<file path="src/rtl/rca_seq_ctrl_pkg.sv">
// Shared definitions for the nibble-serial add/subtract sequencer.
package rca_seq_ctrl_pkg;

  // Width of the single time-multiplexed adder slice
  localparam int unsigned SliceW = 4;

  // Controller states
  typedef enum logic [1:0] {
    StIdle = 2'd0,
    StRun  = 2'd1,
    StDone = 2'd2
  } state_e;

endpackage

</file>
<file path="src/rtl/add4_slice.sv">
// Combinational adder slice; also reports signed overflow of its MSB.
module add4_slice
  import rca_seq_ctrl_pkg::*;
(
  input  logic [SliceW-1:0] a,
  input  logic [SliceW-1:0] b,
  input  logic              cin,
  output logic [SliceW-1:0] s,
  output logic              cout,
  output logic              ovf
);

  // Low bits plus carry into the MSB, kept separate so ovf can see that carry
  logic [SliceW-1:0] low;
  logic [1:0]        high;

  // Split the add at the MSB to expose carry-in and carry-out of the top bit
  always_comb begin
    low  = {1'b0, a[SliceW-2:0]} + {1'b0, b[SliceW-2:0]} + {{(SliceW-1){1'b0}}, cin};
    high = {1'b0, a[SliceW-1]} + {1'b0, b[SliceW-1]} + {1'b0, low[SliceW-1]};
    s    = {high[0], low[SliceW-2:0]};
    cout = high[1];
    ovf  = low[SliceW-1] ^ high[1];
  end

endmodule

</file>
<file path="src/rtl/rca_seq_ctrl.sv">
// Wide add/subtract computed one nibble per clock through a single adder slice.
module rca_seq_ctrl
  import rca_seq_ctrl_pkg::*;
#(
  parameter int unsigned WIDTH = 16
) (
  input  logic             clk,
  input  logic             rst,
  input  logic             start,
  input  logic             sub,
  input  logic [WIDTH-1:0] A,
  input  logic [WIDTH-1:0] B,
  output logic             busy,
  output logic             done,
  output logic [WIDTH-1:0] S,
  output logic             C_out,
  output logic             O_ovf
);

  localparam int unsigned NSLICE = WIDTH / SliceW;
  localparam int unsigned IdxW   = $clog2(NSLICE);
  localparam int unsigned LsbW   = $clog2(WIDTH);

  state_e            state_q, state_d;
  logic [WIDTH-1:0]  a_q, a_d;
  logic [WIDTH-1:0]  b_q, b_d;
  logic              carry_q, carry_d;
  logic [IdxW-1:0]   idx_q, idx_d;
  logic [WIDTH-1:0]  s_q, s_d;
  logic              c_out_q, c_out_d;
  logic              ovf_q, ovf_d;

  logic [LsbW-1:0]   lsb;
  logic [SliceW-1:0] slice_s;
  logic              slice_cout;
  logic              slice_ovf;
  logic              last_slice;

  assign lsb        = LsbW'(idx_q) * LsbW'(SliceW);
  assign last_slice = (idx_q == IdxW'(NSLICE - 1));

  add4_slice u_slice (
    .a    (a_q[lsb +: SliceW]),
    .b    (b_q[lsb +: SliceW]),
    .cin  (carry_q),
    .s    (slice_s),
    .cout (slice_cout),
    .ovf  (slice_ovf)
  );

  // Next-state: operand capture in idle, one slice per cycle in run
  always_comb begin
    state_d = state_q;
    a_d     = a_q;
    b_d     = b_q;
    carry_d = carry_q;
    idx_d   = idx_q;
    s_d     = s_q;
    c_out_d = c_out_q;
    ovf_d   = ovf_q;
    unique case (state_q)
      StIdle: begin
        if (start) begin
          state_d = StRun;
          a_d     = A;
          // Subtract as A + ~B + 1: invert B here, the +1 enters as initial carry
          b_d     = B ^ {WIDTH{sub}};
          carry_d = sub;
          idx_d   = '0;
          s_d     = '0;
          c_out_d = 1'b0;
          ovf_d   = 1'b0;
        end
      end
      StRun: begin
        s_d[lsb +: SliceW] = slice_s;
        carry_d            = slice_cout;
        if (last_slice) begin
          idx_d   = '0;
          c_out_d = slice_cout;
          ovf_d   = slice_ovf;
          state_d = StDone;
        end else begin
          idx_d = idx_q + IdxW'(1);
        end
      end
      StDone: begin
        state_d = StIdle;
      end
      default: begin
        state_d = StIdle;
      end
    endcase
  end

  // State and datapath registers; reset discards any in-flight operation
  always_ff @(posedge clk or posedge rst) begin
    if (rst) begin
      state_q <= StIdle;
      a_q     <= '0;
      b_q     <= '0;
      carry_q <= 1'b0;
      idx_q   <= '0;
      s_q     <= '0;
      c_out_q <= 1'b0;
      ovf_q   <= 1'b0;
    end else begin
      state_q <= state_d;
      a_q     <= a_d;
      b_q     <= b_d;
      carry_q <= carry_d;
      idx_q   <= idx_d;
      s_q     <= s_d;
      c_out_q <= c_out_d;
      ovf_q   <= ovf_d;
    end
  end

  assign busy  = (state_q != StIdle);
  assign done  = (state_q == StDone);
  assign S     = s_q;
  assign C_out = c_out_q;
  assign O_ovf = ovf_q;

endmodule
</file>
<file path="config.mk">
export PLATFORM = sky130hd
export DESIGN_NAME = rca_seq_ctrl
export DESIGN_NICKNAME = d
export VERILOG_FILES = /design/src/rtl/rca_seq_ctrl_pkg.sv /design/src/rtl/add4_slice.sv /design/src/rtl/rca_seq_ctrl.sv
export SDC_FILE = /design/constraint.sdc
export NUM_CORES = 1
export LEC_CHECK = 0
export ABC_AREA = 1
export CAP_MARGIN = 25
export CELL_PAD_IN_SITES_DETAIL_PLACEMENT = 2
export CELL_PAD_IN_SITES_GLOBAL_PLACEMENT = 2
export CORE_ASPECT_RATIO = 1.5
export CORE_MARGIN = 4
export CORE_UTILIZATION = 31
export CTS_BUF_LIST = sky130_fd_sc_hd__clkbuf_4
export CTS_CLUSTER_SIZE = 30
export DETAILED_ROUTE_END_ITERATION = 8
export GPL_TIMING_DRIVEN = 0
export PLACE_DENSITY_LB_ADDON = 0.3
export RECOVER_POWER = 50
export SLEW_MARGIN = 20
export SYNTH_ARGS = -nofsm -noshare
export SYNTH_HDL_FRONTEND = slang
export SYNTH_SLANG_ARGS = --single-unit
export TNS_END_PERCENT = 30
</file>
<file path="constraint.sdc">
create_clock -name clk -period 3.5 [get_ports clk]
set_input_delay 0.7 -clock clk [delete_from_list [all_inputs] [get_ports clk]]
set_output_delay 0.7 -clock clk [all_outputs]
set_load 0.02 [all_outputs]
</file>
==> results of run 1 <==
-- cell families after synthesis --
| group | after synthesis | share of synthesized area |
|---|---|---|
| buffers and inverters | 36 | 0.0669 |
| DFF | 55 | 0.500 |
| adders and majority gates | 9 | 0.0491 |
| and+or+nand+nor | 167 | 0.248 |
| xor gates and xnor gates | 16 | 0.0510 |
| AOI/OAI and AO/OA | 45 | 0.0846 |
-- stage by stage --
step                 util  cells  setup WS [ps]
finish              0.409    497            352
global route        0.408    496           86.0
CTS                 0.411    496            307
detailed placement  0.402    489            354
global placement    0.402    489            393
floorplan               -    328           1060
-- layout make-up --
| type | instances | area share |
|---|---|---|
| well taps | 107 | 0.0385 |
| repair buffers | 54 | 0.155 |
| clock buffers | 5 | 0.0108 |
| inverters | 22 | 0.0252 |
| plain buffers | 14 | 0.0219 |
| clock inverters | 2 | 0.0108 |
| diodes | 1 | 0.000719 |
| flip-flops and latches | 55 | 0.396 |
| multi-input cells | 237 | 0.341 |
-- state kept, by name, indices dropped and copies added (netlist names) --
name and flops:
C_out 1, O_ovf 1, S 16, a_q 16
b_q 16, carry_q 1, idx_q 2, state_q 2
-- routing by layer --
metal | up-vias | global-route usage | routed length [µm]
met4 | 0 | 0.0446 | 120
met2 | 38 | 0.312 | 4420
met3 | 7 | 0.0240 | 210
met5 | - | 0 | 0
met1 | 1178 | 0.179 | 3170
li1 | 1163 | - | -
-- cells in the final DEF (no fill, tap or decap), drive strengths merged --
| cell | count |
|---|---|
| clkdlybuf4s50 | 52 |
| o21ai | 37 |
| clkinv | 1 |
| o22ai | 6 |
| a21oi | 2 |
| nor2 | 21 |
| nand4 | 1 |
| inv | 21 |
| ha | 6 |
| diode | 1 |
| nand2 | 123 |
| xnor2 | 16 |
| buf | 7 |
| bufinv | 1 |
| dlygate4sd3 | 2 |
| nand3 | 21 |
| dfrtp | 55 |
| clkbuf | 12 |
| fa | 3 |
| clkinvlp | 1 |
| nand3b | 1 |
-- critical path: cells and delay by family, from the launching register on --
family                     cells  cell delay [ps]
AOI/OAI and AO/OA              3              540
adders and majority gates      2             1000
buffers and inverters          3              700
DFF                            1              430
and+or+nand+nor                3              410
-- power breakdown --
part | internal, mW | leakage, nW | total (mW) | switching [mW]
registers | 0.908 | 0.706 | 1.07 | 0.160
logic | 0.693 | 0.921 | 1.94 | 1.25
clock network | 0.147 | 0.0373 | 0.356 | 0.210
total | 1.75 | 1.66 | 3.37 | 1.62
-- worst max path at each step --
stage / startpoint / end / slack, ps / depth (start not counted)
global placement: rst / a_q[7]$_DFFE_PP0P_ / 390 / 2
global route: idx_q[0]$_DFFE_PP0P_ / S[15]$_DFFE_PP0P_ / 90 / 11
floorplan: idx_q[0]$_DFFE_PP0P_ / S[7]$_DFFE_PP0P_ / 1060 / 10
CTS: idx_q[0]$_DFFE_PP0P_ / S[7]$_DFFE_PP0P_ / 310 / 11
detailed placement: idx_q[0]$_DFFE_PP0P_ / S[7]$_DFFE_PP0P_ / 350 / 11
finish: idx_q[0]$_DFFE_PP0P_ / S[7]$_DFFE_PP0P_ / 350 / 11
==> metrics.yaml, run 1 <==
synth_edf_count: 0
irDropWorstVdd_uv: 358
postSynthRegisterBits: 55
fmax_ghz: 0.318
power_density_mw_per_mm2: 967
vias_per_cell: 4.80
clock_path_buffers: 2
fin_worst_skew_ps: 19.8
place_area_mm2: 0.00343
crit_chain: "clkbuf_2 > inv_2 > buf_2 > o21ai_0 > o22ai_1 > ha_1 > nand3_1 > nand3_1 > fa_1 > nand3_1 > o21ai_0"
ys_types: 23
final_hold_viol_count: 0
finalSetupViolCount: 0
post_cts_buffers: 0
clk_latency_ps: 410
drcViolationCount: 0
ant_nets: 0
synth_nets: 373
drive_gt1_frac: 0.0540
min_path_cells: 2
end_kind: "flop"
grt_setup_unrepaired: "no"
status: "finished, violations left"
cp_max_fo: 11
fillers: 1005
die_w_um: 84.9
grt_pass1_vias: 2604
relSlewSlack: -0.416
io_buffers: 54
finalInstanceArea_mm2: 0.00348
core_area_mm2: 0.00852
slowest_delay_ps: 670
hold_ws_ps: 500
reg2reg_to: "S[7]$_DFFE_PP0P_"
start_kind: "flop"
dpl.hpwl_um: 6010
cts_buffers: 5
cp.required_ps: 3840
io_pins: 56
yosysWarnings: 0
synth_top_cell_by_area: "dfrtp_1"
violations: "capacitance limit, slew limit"
grt_pass1_wl_um: 13100
start_util: 0.323
path_clk_slew_ps: 170
critPathArrivalTime_ps: 3490
worstRegToRegCells: 11
holdCritStartpoint: "S[10]$_DFFE_PP0P_"
yosysTopAreaCellShare: 0.500
cts_hold_buf: 0
multi_input_area_mm2: 0.00119
cts.sinks: 55
synth.most_common_cell: "nand2_1"
area_delta_synth_final_pct: 26.5
regArea_mm2: 0.00138
cts-resized-gates: 0
drtPass1Iterations: 4
finalCriticalPeriod_ps: 3150
leakage_nw: 1.66
cp_slowest_cell: "fa_1"
finalSetupTns_ps: 0
synthFlopType: "dfrtp_1"
yosysSeqAreaShare: 0.500
grt_use_total: 0.160
die_y_um: 123
syn_area_mm2: 0.00275
finalWeightedCongestion: 0.829
finalMaxSlewViolations: 56
hold-path-endpoint: "S[10]$_DFFE_PP0P_"
path_common_cell: "nand3_1"
synthTopCellsByArea: "dfrtp_1 (50%), nand2_1 (17%), o21ai_0 (6.7%), xnor2_1 (5.1%), nand3_1 (3.8%)"
vias: 2386
min_period_over_period: 0.899
cts-htree-levels: 2
synthTopCellsByCount: "nand2_1 (123), dfrtp_1 (55), o21ai_0 (37)"
antenna_found_initial: 0
wire_per_inst_um: 16.0
clock-root-buffer: "clkbuf_4"
die-area_mm2: 0.0105
grt_max_degree: 56
power_mw: 3.37
r2r_setup_slack_ps: 350
grt_overflow: 0
drtIter0Drc: 66
hp-class: "reg -> reg"
rows: 41
wirelength_um: 7930
crit_type: "reg -> reg"
synth_area_per_cell_um2: 8.38
cts_tree: "built"
final_net_count: 434
r2r-start: "idx_q[0]$_DFFE_PP0P_"
synthArstFlopShare: 1.00
synthCells: 328
maxCapViolations: 1
worst_pin_slew_ps: 2120
Note: power is estimated with default switching activity, not from simulation.
==> inputs of run 2 (changes only) <==
--- a/config.mk
+++ b/config.mk
@@ -7,5 +7,5 @@
 export LEC_CHECK = 0
 export ABC_AREA = 1
-export CAP_MARGIN = 25
+export CAP_MARGIN = 10
 export CELL_PAD_IN_SITES_DETAIL_PLACEMENT = 2
 export CELL_PAD_IN_SITES_GLOBAL_PLACEMENT = 2
==> constraint.sdc (replaced) <==
create_clock -name clk -period 3.5 [get_ports clk]
set_input_delay 0.7 -clock clk [delete_from_list [all_inputs] [get_ports clk]]
set_output_delay 0.7 -clock clk [all_outputs]
set_load 0.05 [all_outputs]
==> results of run 2 <==
Same layout as run 1 (identical final DEF). Status: finished, violations left: capacitance limit, slew limit.
Main changes from that run: total power 3.37 mW -> 3.55 mW; worst IR drop on VDD 358 µV -> 361 µV
==> inputs of run 3 (changes only) <==
- CORE_MARGIN: 4 -> 3
==> metrics.yaml, run 3 (synthesis gave the netlist of run 1 again) <==
start_kind: "flop"
antenna_found_initial: 0  # unchanged
cp_slowest_cell: "fa_1"
grt_overflow: 0  # unchanged
grt_setup_unrepaired: "no"
drive_gt1_frac: 0.0540  # unchanged
cts_buffers: 5  # unchanged
finalSetupViolCount: 0  # unchanged
critPathArrivalTime_ps: 3500  # about the same
die_y_um: 121  # -1.6%
clk_latency_ps: 390  # -20 ps
cp_max_fo: 10  # -1
power_density_mw_per_mm2: 1000
grt_pass1_wl_um: 13400  # +2.2%
regArea_mm2: 0.00138  # unchanged
die_w_um: 82.9  # -2.4%
cts-htree-levels: 2  # unchanged
crit_type: "reg -> reg"
grt_use_total: 0.168  # +0.00762
slowest_delay_ps: 680  # about the same
grt_max_degree: 56  # unchanged
clock-root-buffer: "clkbuf_4"
path_common_cell: "nand3_1"
maxCapViolations: 1  # unchanged
vias: 2404  # +0.75%
violations: "capacitance limit, slew limit"
finalInstanceArea_mm2: 0.00346  # -0.68%
cp_top_family: "adder cells"
ant_nets: 0  # unchanged
drtPass1Iterations: 4  # unchanged
status: "finished, violations left"
drcViolationCount: 0  # unchanged
cts-resized-gates: 0  # unchanged
hp-class: "reg -> reg"
relSlewSlack: -0.402  # +0.0141
die-area_mm2: 0.0101  # -3.9%
setup_ws_ps: 326  # -26.3 ps
power_mw: 3.46
grt_pass1_vias: 2636  # +1.2%
dp_slack_ps: 355  # +1.63 ps
drtIter0Drc: 69  # +4.5%
worst_pin_slew_ps: 2100  # -21.2 ps
finalCriticalPeriod_ps: 3170  # +26.3 ps
finalSetupTns_ps: 0  # unchanged
vias_per_cell: 4.84  # +0.75%
io_pins: 56  # unchanged
wire_per_inst_um: 15.9  # -0.38%
cts.sinks: 55  # unchanged
final_cell_mix: "nand2_1 (123), dfrtp_1 (55), clkdlybuf4s50_1 (52), o21ai_0 (37), nand3_1 (21)"
crit_chain: "clkbuf_2 > clkbuf_1 > nor2_1 > o22ai_1 > ha_1 > nand3_1 > nand3_1 > fa_1 > nand3_1 > o21ai_0"
leakage_nw: 1.66  # -0.33%
cp_num_buf_inv: 2  # -1
end_kind: "flop"
core_area_mm2: 0.00852  # unchanged
dpl.hpwl_um: 6120  # +1.8%
clock_path_buffers: 2  # unchanged
rows: 41  # unchanged
cp.required_ps: 3820  # -20 ps
fin_worst_skew_ps: 10.1  # -9.69 ps
multi_input_area_mm2: 0.00119  # unchanged
path_clk_slew_ps: 150  # -20 ps
final_net_count: 434  # unchanged
irDropWorstVdd_uv: 342
wirelength_um: 7900  # -0.38%
area_delta_synth_final_pct: 25.7
fmax_ghz: 0.315  # -0.83%
start_util: 0.323  # unchanged
final_hold_viol_count: 0  # unchanged
finalWeightedCongestion: 0.813  # -2.0%
place_area_mm2: 0.00343  # unchanged
finalMaxSlewViolations: 56  # unchanged
io_buffers: 54  # unchanged
cts_hold_buf: 0  # unchanged
mostFrequentLayoutCell: "nand2_1"
min_period_over_period: 0.907  # +0.00752
post_cts_buffers: 0  # unchanged
fillers: 1027  # +2.2%
cts_tree: "built"
[run 3: cell types whose count changed in the layout (fill, tap and decap cells not counted)]
cell | previous run | this run
buf_6 | 1 | 2
clkinv_1 | 1 | 2
clkbuf_1 | 6 | 5
bufinv_16 | 1 | 0
clkinvlp_4 | 1 | 0
clkinv_2 | 0 | 1
buf_4 | 3 | 2
buf_2 | 3 | 4
[run 3: path summary, 6_finish.rpt]
path,from,to,slack [ps],cells past startpoint
setup / recovery,idx_q[0]$_DFFE_PP0P_,S[7]$_DFFE_PP0P_,330,10
hold / removal,C_out$_DFFE_PP0P_,C_out$_DFFE_PP0P_,490,2
setup reg to reg,idx_q[0]$_DFFE_PP0P_,S[7]$_DFFE_PP0P_,330,10
hold reg to reg,C_out$_DFFE_PP0P_,C_out$_DFFE_PP0P_,490,2
max in group asynchronous,rst,a_q[13]$_DFFE_PP0P_,850,2
min in group asynchronous,rst,S[10]$_DFFE_PP0P_,1440,2
[run 3: layout make-up]
type / instances / area share
Antenna cell: 1 / 0.000724
Timing Repair Buffer: 54 / 0.156
Inverter: 22 / 0.0253
Sequential cell: 55 / 0.398
Clock buffer: 5 / 0.0109
Clock inverter: 2 / 0.00253
Tap cell: 107 / 0.0387
Buffer: 14 / 0.0235
Multi-Input combinational cell: 237 / 0.344
[run 3: layer usage]
layer	part of all wire	up-vias	wire (µm)	global-route usage
met3	0.033	11	257	0.0272
li1	-	1156	-	-
met5	0	-	0	0
met2	0.57	53	4530	0.327
met1	0.38	1184	2990	0.181
met4	0.015	0	121	0.0562
[run 3: power by group]
group	internal, mW	switching (mW)	leakage (nW)	total, mW
Sequential	0.908	0.165	0.706	1.07
Clock	0.0718	0.194	0.0285	0.266
Combinational	0.696	1.42	0.924	2.12
[run 3: tightest hold or removal path, delay by kind of cell (launching register included)]
kind,cells,cell delay (ps)
AND/OR/NAND/NOR,2,100
flip-flops,1,370
[run 3: stage by stage]
step	instances	hold WS, ps	utilization
finish	497	493	0.406
CTS	496	503	0.408
global route	496	523	0.406
global placement	489	454	0.402
detailed placement	489	466	0.402
floorplan	328	444	-
